[config.mk]
export PLATFORM = sky130hd
export DESIGN_NAME = gpio_uart_tx_flat
export DESIGN_NICKNAME = d
export VERILOG_FILES = /design/src/rtl/gpio_uart_tx_if.sv /design/src/rtl/gpio_uart_tx.sv /design/src/flat_wrapper.sv
export SDC_FILE = /design/constraint.sdc
export NUM_CORES = 1
export LEC_CHECK = 0
export ABC_CLOCK_PERIOD_IN_PS = 2400
export BUFFER_PORTS_ARGS = -buffer_cell sky130_fd_sc_hd__buf_2
export CORE_MARGIN = 2
export CORE_UTILIZATION = 30
export CTS_CLUSTER_DIAMETER = 80
export DETAILED_ROUTE_END_ITERATION = 8
export PLACE_DENSITY_LB_ADDON = 0.12
export SLEW_MARGIN = 15
export SYNTH_ARGS = -nofsm -noshare
export SYNTH_HDL_FRONTEND = slang
export SYNTH_SLANG_ARGS = --single-unit
[constraint.sdc]
create_clock -name clk -period 2.4 [get_ports clk]
set_clock_uncertainty 0.05 [all_clocks]
set_input_delay 0.48 -clock clk [delete_from_list [all_inputs] [get_ports clk]]
set_output_delay 0.48 -clock clk [all_outputs]
set_load 0.05 [all_outputs]
[src/rtl/gpio_uart_tx_if.sv]
// Write-strobe bus from the processor GPIO port into the UART stage, plus line/status.
// Handshake: we_gpio is a one-cycle valid with no ready; a write that finds the FIFO full
// (and no pop that cycle) is dropped and latched in overflow instead of stalling the source.
interface gpio_uart_tx_if #(
    parameter int DATA_WIDTH = 32
);
    logic [DATA_WIDTH-1:0] gpio_o;
    logic                  we_gpio;
    logic                  tx;
    logic                  busy;
    logic                  fifo_full;
    logic                  fifo_empty;
    logic                  overflow;

    modport master (
        output gpio_o, we_gpio,
        input  tx, busy, fifo_full, fifo_empty, overflow
    );

    modport slave (
        input  gpio_o, we_gpio,
        output tx, busy, fifo_full, fifo_empty, overflow
    );
endinterface

[src/rtl/gpio_uart_tx.sv]
// GPIO write strobe -> byte FIFO -> 8N1 UART transmitter.
// Each write pushes gpio_o[7:0]; the FSM drains the FIFO one frame at a time on tx.
module gpio_uart_tx #(
    parameter int DATA_WIDTH = 32,
    parameter int FIFO_DEPTH = 8,
    parameter int CLK_DIV    = 16
) (
    input  logic             clk,
    input  logic             rst,
    gpio_uart_tx_if.slave    bus,
    output logic [1:0]       dbg_state
);
    localparam int PTR_W = $clog2(FIFO_DEPTH);
    localparam int CNT_W = PTR_W + 1;
    localparam int DIV_W = $clog2(CLK_DIV);

    typedef enum logic [1:0] {
        IDLE  = 2'd0,
        START = 2'd1,
        DATA  = 2'd2,
        STOP  = 2'd3
    } state_t;

    state_t             state, state_next;
    logic [DIV_W-1:0]   baud, baud_next;
    logic [2:0]         idx, idx_next;
    logic [7:0]         shift, shift_next;
    logic               tx_q, tx_next;

    logic [7:0]         mem [FIFO_DEPTH];
    logic [PTR_W-1:0]   wr_ptr, rd_ptr;
    logic [CNT_W-1:0]   count;
    logic               full, empty, push, pop;
    logic               overflow_q;

    // Only the low byte is transmitted.
    logic unused_gpio_hi;
    assign unused_gpio_hi = ^bus.gpio_o[DATA_WIDTH-1:8];

    assign full  = (count == CNT_W'(FIFO_DEPTH));
    assign empty = (count == '0);
    assign pop   = (state == IDLE) && !empty;
    assign push  = bus.we_gpio && (!full || pop);

    always_ff @(posedge clk) begin
        if (push) mem[wr_ptr] <= bus.gpio_o[7:0];
    end

    always_ff @(posedge clk or posedge rst) begin
        if (rst) begin
            wr_ptr     <= '0;
            rd_ptr     <= '0;
            count      <= '0;
            overflow_q <= 1'b0;
        end else begin
            if (push) wr_ptr <= wr_ptr + 1'b1;
            if (pop)  rd_ptr <= rd_ptr + 1'b1;
            case ({push, pop})
                2'b10:   count <= count + 1'b1;
                2'b01:   count <= count - 1'b1;
                default: count <= count;
            endcase
            if (bus.we_gpio && !push) overflow_q <= 1'b1;
        end
    end

    always_ff @(posedge clk or posedge rst) begin
        if (rst) begin
            state <= IDLE;
            baud  <= '0;
            idx   <= '0;
            shift <= '0;
            tx_q  <= 1'b1;
        end else begin
            state <= state_next;
            baud  <= baud_next;
            idx   <= idx_next;
            shift <= shift_next;
            tx_q  <= tx_next;
        end
    end

    always_comb begin
        state_next = state;
        baud_next  = baud;
        idx_next   = idx;
        shift_next = shift;
        case (state)
            IDLE: begin
                baud_next = '0;
                if (!empty) begin
                    state_next = START;
                    shift_next = mem[rd_ptr];
                end
            end
            START: begin
                if (baud == DIV_W'(CLK_DIV - 1)) begin
                    state_next = DATA;
                    baud_next  = '0;
                    idx_next   = '0;
                end else begin
                    baud_next = baud + 1'b1;
                end
            end
            DATA: begin
                if (baud == DIV_W'(CLK_DIV - 1)) begin
                    baud_next = '0;
                    if (idx == 3'd7) begin
                        state_next = STOP;
                    end else begin
                        shift_next = {1'b0, shift[7:1]};
                        idx_next   = idx + 1'b1;
                    end
                end else begin
                    baud_next = baud + 1'b1;
                end
            end
            default: begin
                if (baud == DIV_W'(CLK_DIV - 1)) begin
                    state_next = IDLE;
                    baud_next  = '0;
                end else begin
                    baud_next = baud + 1'b1;
                end
            end
        endcase
        // tx is registered from the next state so the line changes on the same edge as the state.
        case (state_next)
            START:   tx_next = 1'b0;
            DATA:    tx_next = shift_next[0];
            default: tx_next = 1'b1;
        endcase
    end

    assign bus.tx         = tx_q;
    assign bus.busy       = (state != IDLE) || !empty;
    assign bus.fifo_full  = full;
    assign bus.fifo_empty = empty;
    assign bus.overflow   = overflow_q;
    assign dbg_state      = state;
endmodule

[src/flat_wrapper.sv]
// flat-port wrapper written by rule: the top's interface ports become plain ports
module gpio_uart_tx_flat 
#(
    parameter int DATA_WIDTH = 32,
    parameter int FIFO_DEPTH = 8,
    parameter int CLK_DIV    = 16
)
  (clk, rst, dbg_state, bus_gpio_o, bus_we_gpio, bus_tx, bus_busy, bus_fifo_full, bus_fifo_empty, bus_overflow);
  gpio_uart_tx_if #(.DATA_WIDTH(DATA_WIDTH)) bus_i ();
  input  logic clk;
  input  logic rst;
  output logic [1:0] dbg_state;
  input wire logic [$bits(bus_i.gpio_o)-1:0] bus_gpio_o;
  input wire logic [$bits(bus_i.we_gpio)-1:0] bus_we_gpio;
  output wire logic [$bits(bus_i.tx)-1:0] bus_tx;
  output wire logic [$bits(bus_i.busy)-1:0] bus_busy;
  output wire logic [$bits(bus_i.fifo_full)-1:0] bus_fifo_full;
  output wire logic [$bits(bus_i.fifo_empty)-1:0] bus_fifo_empty;
  output wire logic [$bits(bus_i.overflow)-1:0] bus_overflow;
  assign bus_i.gpio_o = bus_gpio_o;
  assign bus_i.we_gpio = bus_we_gpio;
  assign bus_tx = bus_i.tx;
  assign bus_busy = bus_i.busy;
  assign bus_fifo_full = bus_i.fifo_full;
  assign bus_fifo_empty = bus_i.fifo_empty;
  assign bus_overflow = bus_i.overflow;
  gpio_uart_tx #(.DATA_WIDTH(DATA_WIDTH), .FIFO_DEPTH(FIFO_DEPTH), .CLK_DIV(CLK_DIV)) u_core (.clk(clk), .rst(rst), .bus(bus_i), .dbg_state(dbg_state));
endmodule
==> results of run 1 <==
[synth_stat cells, types with 2 or more instances]
master and instances:
inv_1 5, mux2i_1 2, nand2_1 27, nand3_1 4, buf_2 3, nor3_1 7, edfxtp_1 64, a32oi_1 6
nor2_2 2, nor2_1 10, and3_1 3, nand2b_1 3, dfrtp_1 28, xnor2_1 7, o21a_1 2, a21oi_1 3
o211ai_1 3, clkbuf_1 4, and2_1 3, a22oi_1 6, o21ai_0 3, ha_1 7, mux4_2 16, a22o_1 5
a31oi_1 2
[critical path: cells and delay by family, from the launching register on]
| family | cells | cell delay (ns) |
|---|---|---|
| DFF | 1 | 0.40 |
| buffers and inverters | 3 | 0.46 |
| and+or+nand+nor | 1 | 0.60 |
[metrics by stage]
stage | cell area [sq um] | hold WS (ns) | setup TNS [ns]
CTS | 4660 | 0.175 | 0
finish | 4700 | 0.165 | 0
global route | 4700 | 0.208 | -0.00914
floorplan | 3940 | 0.394 | 0
detailed placement | 4340 | 0.411 | 0
global placement | 4340 | 0.404 | 0
[area by class of cell]
type                            count  share of cell area
Multi-Input combinational cell    138               0.260
Sequential cell                    93               0.564
Clock buffer                       10              0.0487
Inverter                            6             0.00745
Timing Repair Buffer               39              0.0559
Tap cell                          172              0.0458
Clock inverter                      6              0.0186
[metal layers]
metal | global-route usage | vias to the layer above | routed length, microns
met2 | 0.193 | 27 | 3940
met4 | 0.0542 | 0 | 108
met5 | 0 | - | 0
met3 | 0.0280 | 9 | 197
met1 | 0.166 | 1132 | 3800
li1 | - | 1043 | -
[logic make-up after synthesis]
| group | after synthesis | share of synthesized area |
|---|---|---|
| fa+ha+maj | 8 | 0.0275 |
| mux | 20 | 0.104 |
| buf+inv | 16 | 0.0189 |
| xor+xnor | 8 | 0.0179 |
| flops | 93 | 0.677 |
| simple gates | 65 | 0.0815 |
| compound gates | 37 | 0.0735 |
[power by group]
part	total (mW)	switching, mW	leakage (nW)	internal (mW)
clock	1.52	0.601	0.157	0.915
sequential	2.40	0.270	0.919	2.13
combinational	1.88	0.994	0.654	0.888
[worst paths after layout]
kind	cells past startpoint	to	slack, ns
setup / recovery	4	bus_fifo_empty	0.07
hold / removal	3	u_core.idx[2]	0.17
setup reg to reg	9	u_core.count[3]	0.10
hold reg to reg	1	u_core.bus.overflow	0.42
max in group asynchronous	3	u_core.bus.tx	1.82
min in group clk	1	u_core.mem[1][6]	0.36
[state kept, by name, indices dropped and copies added, names as in the netlist]
name	cells
u_core.shift	8
u_core.dbg_state	2
u_core.bus.overflow	1
u_core.idx	3
u_core.rd_ptr	3
u_core.bus.tx	1
u_core.baud	4
u_core.wr_ptr	3
u_core.count	4
u_core.mem	64
[timing repair]
item / CTS / global route
hold buffers: 0 / 0
setup buffers: 1 / 2
pin swaps: 1 / 1
endpoints found under the setup margin: 2 / 3
gates resized for setup: 1 / 7
==> qor.yml, run 1 <==
run_status:
  status: "completed"
finish:
  layout-drive-gt1-share: 0.301
  utilization: 0.371
  fillers: 1204
  multi_input_area_sq_um: 1220
  diodes: 0
  fin_nets: 330
  final_cells: 464
  areaGrowthSynthToFinish_pct: 20.1
  final_cell_mix: "edfxtp_1 (64), nand2_1 (27), dfrtp_1 (26)"
  layout_commonest_cell: "edfxtp_1"
  seqCellArea_sq_um: 2650
yosys:
  yosys-top-cells-area: "edfxtp_1 (49%), dfrtp_1 (18%), mux4_2 (9.2%)"
  synth_cell_types: 47
  netlist_instances: 247
  seq_area_frac_synth: 0.677
  yosysTopAreaCellShare: 0.491
  syn_area_sq_um: 3910
  ys_ff_latch: 93
  syn_nets: 290
  syn_area_per_cell_sq_um: 15.8
  ys_warn_count: 0
  ys_async_sr_fraction: 0.312
  synth_edf_count: 64
  synth_area_leader_cell: "edfxtp_1"
  ys.flop_type: "edfxtp_1"
global_route:
  grt.total_usage: 0.124
  grt_pass1_wl_microns: 12900
  gr-total-overflow: 0
  grt_max_degree: 30
  antenna_found_initial: 0
  first_global_vias: 2244
detailed_routing:
  viasPerCell: 4.77
  dr.first_iter.drc_count: 135
  wl_per_cell_microns: 17.3
  drc: 0
  drtPass1Iterations: 4
  dr_total_vias: 2211
  ant_nets: 0
  routed_wl_microns: 8040
timing:
  worst_slack_ns: 0.0652
  grt_setup_unrepaired: "yes"
  setup_viol: 0
  tightest_slew_ns: 0.979
  max_slew_margin: 0.345
  period_share: 0.973
  clock.fmax_mhz: 428
  hold_viol: 0
  maxSlewViolCount: 0
  fin_crit_ns: 2.33
cts:
  cts_tree: "built"
  clkLatencyLatePin_ns: 0.34
  cts_max_path_buffers: 2
  cts-buffers-inserted: 9
  cts_sinks: 93
  cts-root-buf: "clkbuf_16"
  h-tree-depth: 3
  clkTransAtPathRegs_ns: 0.07
floorplan:
  rows: 41
  initial_core_util: 0.309
  die_w_microns: 118
  core_sq_um: 12700
  die_h_microns: 118
  fp.dieArea_sq_um: 14000
  ios: 42
placement:
  place_ws_ns: 0.0304
  place.gp.congestion: 0.712
  post-dp-hpwl_microns: 5290
  dpl.cell_count: 445
  port_buffers: 17
worst_setup_path:
  path_cells: "or4_4 > clkinv_8 > buf_4 > buf_2"
  slowest_delay_ns: 0.60
  end_kind: "output pin"
  worst-path-max-fanout: 5
  path_class: "reg -> out"
  critPathLaunchType: "flip-flop"
  cp_slowest_cell: "or4_4"
  reg2reg_from: "u_core.count[3]"
  cp_data_required_time_ns: 1.87
  startpoint: "u_core.count[3]"
  crit_arrival_ns: 1.80
power_and_ir_drop:
  fin_total_pwr_mw: 5.80
  p_per_area_nw_per_um2: 1230
  p_leak_nw: 1.73
  irDropWorstVdd_mv: 0.418
worst_hold_path:
  hold_class: "in -> async"
job:
  maxCapViolCount: 0
Power figures use the tool's default switching activity.
==> run 2: changes to the inputs <==
Settings changed: CELL_PAD_IN_SITES_DETAIL_PLACEMENT set to 0, CELL_PAD_IN_SITES_GLOBAL_PLACEMENT set to 1, SETUP_SLACK_MARGIN set to 0.5.
==> run 2 against run 1 <==
Clock power rose by 6%. Utilization increased by 2.9 points. Combinational power increased by 21%. Flip-flop and latch count unchanged. Critical path type is now reg -> reg. Via count increased by 3.0%. Maximum frequency rose by 3.5%. Routed wire length rose by 2.6%. Critical endpoint is now u_core.count[3].
==> qor.yml, run 2 (synthesized netlist as in run 1, its figures left out) <==
worst_setup_path:
  critPathLaunchType: "flip-flop"
  crit_cells: 9
  worst-path-max-fanout: 3
  end_kind: "flip-flop"
  path_cells: "or4_4 > clkinv_8 > or3_4 > inv_4 > ha_4 > a21oi_4 > nand3_2 > o32a_1 > o22ai_1"
  slowest_delay_ns: 0.59
  crit_arrival_ns: 2.46
  rr_worst_depth: 9
  cp_slowest_cell: "or4_4"
  path_class: "reg -> reg"
  cp_num_buf_inv: 2
  cp_data_required_time_ns: 2.61
  crit_family: "simple AND/OR/NAND/NOR gates"
finish:
  fin_nets: 341
  final_cells: 474
  diodes: 0
  areaGrowthSynthToFinish_pct: 29.4
  utilization: 0.400
  fin_area_sq_um: 5060
  fillers: 1175
  layout-drive-gt1-share: 0.397
  top_regs: "u_core.mem (64), u_core.shift (8)"
  largest_register_ffs: 64
  final_cell_mix: "edfxtp_1 (64), nand2_1 (25), dfrtp_1 (25)"
  regMostFlops: "u_core.mem"
  layout_commonest_cell: "edfxtp_1"
timing:
  tightest_slew_ns: 0.733
  hold_ws_ns: 0.0937
  clock.fmax_mhz: 443
  maxSlewViolCount: 0
  period_share: 0.940
  worst_slack_ns: 0.145
  fin_crit_ns: 2.25
  grt_setup_unrepaired: "yes"
  hold_viol: 0
  finalSetupTns_ns: 0
  max_slew_margin: 0.508
  setup_viol: 0
power_and_ir_drop:
  p_per_area_nw_per_um2: 1240
  p_leak_nw: 1.84
  irDropWorstVdd_mv: 0.455
  fin_total_pwr_mw: 6.28
global_route:
  first_global_vias: 2381
  grt.total_usage: 0.128
  grt_pass1_wl_microns: 13400
  antenna_found_initial: 0
  gr-total-overflow: 0
  grt_max_degree: 18
cts:
  clkLatencyLatePin_ns: 0.34
  clkTransAtPathRegs_ns: 0.07
  h-tree-depth: 3
  cts_sinks: 93
  cts-buffers-inserted: 9
  cts_tree: "built"
  cts_hold_buf: 0
  cts-root-buf: "clkbuf_16"
  cts_max_path_buffers: 2
detailed_routing:
  dr_total_vias: 2278
  routed_wl_microns: 8250
  wl_per_cell_microns: 17.4
  drtPass1Iterations: 4
  drc: 0
  dr.first_iter.drc_count: 77
  viasPerCell: 4.81
  ant_nets: 0
placement:
  port_buffers: 17
  place_ws_ns: 0.0117
  placed_area_sq_um: 4410
  place.gp.congestion: 0.682
  dpl.cell_count: 444
  post-dp-hpwl_microns: 5450
floorplan:
  rows: 41
  initial_core_util: 0.309
  die_h_microns: 118
  fp.dieArea_sq_um: 14000
  ios: 42
  die_w_microns: 118
  core_sq_um: 12700
job:
  maxCapViolCount: 0
worst_hold_path:
  hold_class: "in -> async"
run_status:
  status: "completed"
-- run 2: cell types whose count changed in the layout (fill, tap and decap cells not counted), moves of 4 or more --
cell and delta:
buf_8 +4, buf_12 +5, nor2_4 +7, nor2_1 -7
buf_6 +4
-- run 2: path summary, 6_finish.rpt --
kind                                      from             endpoint  slack [ns]
max                            u_core.count[1]      u_core.count[3]        0.15
min                                        rst       u_core.baud[2]        0.09
max reg2reg                    u_core.count[1]      u_core.count[3]        0.15
min reg2reg                u_core.bus.overflow  u_core.bus.overflow        0.42
max in group asynchronous                  rst  u_core.dbg_state[0]        1.65
min in group clk                 bus_gpio_o[5]     u_core.mem[2][5]        0.36
-- run 2: power by group --
part / leakage (nW) / internal (mW) / switching [mW]
combinational: 0.765 / 1.12 / 1.16
clock: 0.158 / 1.01 / 0.598
sequential: 0.918 / 2.13 / 0.267
total: 1.84 / 4.26 / 2.02
-- run 2: routing by layer --
layer,share of wire,track usage
met1,0.47,0.171
met2,0.49,0.204
met5,0,0
met4,0.013,0.0527
met3,0.027,0.0261
-- run 2: layout make-up --
class,instances,area [sq um],share of cell area
clock buffers,9,225,0.0445
clock inverters,6,111,0.0220
inverters,6,40.0,0.00791
multi-input cells,138,1360,0.269
flip-flops and latches,93,2650,0.524
well taps,172,215,0.0425
repair buffers,50,455,0.0899
-- run 2: repair_timing --
item,CTS,global route
gates resized for setup,34,5
setup endpoints to repair,73,78
buffers inserted,12,3
pin swaps,6,3
==> run 3: changes to the inputs <==
Settings changed: CORE_MARGIN 2 to 8, SLEW_MARGIN 15 to unset.
==> run 3 against run 2 <==
Utilization is 0.88 points lower. Critical path depth is 4 lower. Final area is 2.2% lower.
==> qor.yml, run 3 (synthesized netlist as in run 1, its figures left out) <==
run_status:
  status: "completed"
floorplan:
  ios: 42
  die_w_microns: 130
  die_h_microns: 130
  core_sq_um: 12700
  rows: 41
  fp.dieArea_sq_um: 17000
  initial_core_util: 0.309
cts:
  cts-root-buf: "clkbuf_16"
  cts_tree: "built"
  cts_hold_buf: 0
  cts_sinks: 93
  h-tree-depth: 3
  clkLatencyLatePin_ns: 0.35
  cts-buffers-inserted: 9
  cts_max_path_buffers: 2
  clkTransAtPathRegs_ns: 0.07
global_route:
  grt_pass1_wl_microns: 13500
  gr-total-overflow: 0
  antenna_found_initial: 0
  grt_max_degree: 18
  grt.total_usage: 0.109
  first_global_vias: 2359
timing:
  maxSlewViolCount: 0
  grt_setup_unrepaired: "yes"
  fin_crit_ns: 2.25
  period_share: 0.937
  hold_ws_ns: 0.128
  tightest_slew_ns: 0.688
  setup_viol: 0
  finalSetupTns_ns: 0
  clock.fmax_mhz: 445
  hold_viol: 0
  max_slew_margin: 0.538
placement:
  place.gp.congestion: 0.672
  port_buffers: 17
  post-dp-hpwl_microns: 5570
worst_setup_path:
  rr_worst_depth: 9
  path_class: "reg -> out"
  reg2reg_from: "u_core.count[3]"
  crit_arrival_ns: 1.72
  critPathLaunchType: "flip-flop"
  worst-path-max-fanout: 5
  end_kind: "output pin"
  startpoint: "u_core.count[3]"
  cp_data_required_time_ns: 1.87
finish:
  layout_commonest_cell: "edfxtp_1"
  diodes: 0
  top_regs: "u_core.mem (64), u_core.shift (8)"
  layout-drive-gt1-share: 0.381
  areaGrowthSynthToFinish_pct: 26.5
  largest_register_ffs: 64
  fin_nets: 337
  final_cell_mix: "edfxtp_1 (64), nand2_1 (25), dfrtp_1 (25)"
  regMostFlops: "u_core.mem"
  fillers: 1197
power_and_ir_drop:
  p_leak_nw: 1.78
  p_per_area_nw_per_um2: 1210
  irDropWorstVdd_mv: 0.462
detailed_routing:
  ant_nets: 0
  drc: 0
  viasPerCell: 4.79
  dr_total_vias: 2255
  drtPass1Iterations: 4
  routed_wl_microns: 8490
  wl_per_cell_microns: 18.0
  dr.first_iter.drc_count: 91
job:
  maxCapViolCount: 0
worst_hold_path:
  hold_class: "in -> async"
run 3: critical path: stages, from the launching register on:
cell      delay (ns)
dfrtp_1         0.38
or4_4           0.59
clkinv_8        0.06
buf_6           0.12
nand2_2         0.07
buf_6           0.15
run 3: worst paths after layout:
path	end	slack [ns]
setup / recovery	bus_busy	0.15
hold / removal	u_core.idx[2]	0.13
hold reg to reg	u_core.bus.overflow	0.42
setup reg to reg	u_core.count[3]	0.15
max in group asynchronous	u_core.rd_ptr[0]	1.61
min in group clk	u_core.mem[1][5]	0.36
run 3: cell type report:
class                           count  area [sq um]  area share
Clock buffer                        9           225      0.0455
Clock inverter                      7          73.8      0.0149
Inverter                            6          35.0     0.00707
Multi-Input combinational cell    138          1370       0.276
Sequential cell                    93          2650       0.536
Tap cell                          172           215      0.0435
Timing Repair Buffer               46           384      0.0776
run 3: stage by stage:
stage	utilization	cells	power (mW)	instance area, sq um	setup slack (ns)
floorplan	-	247	3.78	4010	0.0287
global placement	0.349	445	4.40	4420	0.0758
detailed placement	0.349	445	4.42	4420	0.0439
CTS	0.386	469	6.04	4890	0.144
global route	0.391	471	6.37	4950	0.0637
finish	0.391	471	6.01	4950	0.151
run 3: layer usage:
metal  vias to the layer above  global-route usage  part of all wire
li1                       1058                   -                 -
met1                      1157               0.137              0.47
met2                        28               0.175              0.48
met3                        12              0.0326             0.033
met4                         0              0.0389             0.014
met5                         -                   0                 0
run 3: power by group:
group          leakage (nW)  internal, mW  switching, mW
clock                 0.136         0.809          0.620
combinational         0.722          1.04           1.14
sequential            0.918          2.13          0.273
total                  1.78          3.98           2.04
run 3: repair_timing:
item / in CTS / in global routing
setup buffers: 8 / 2
gates resized for setup: 31 / 6
cloned: 0 / 0
pin swaps: 11 / 6
endpoints found under the setup margin: 72 / 81
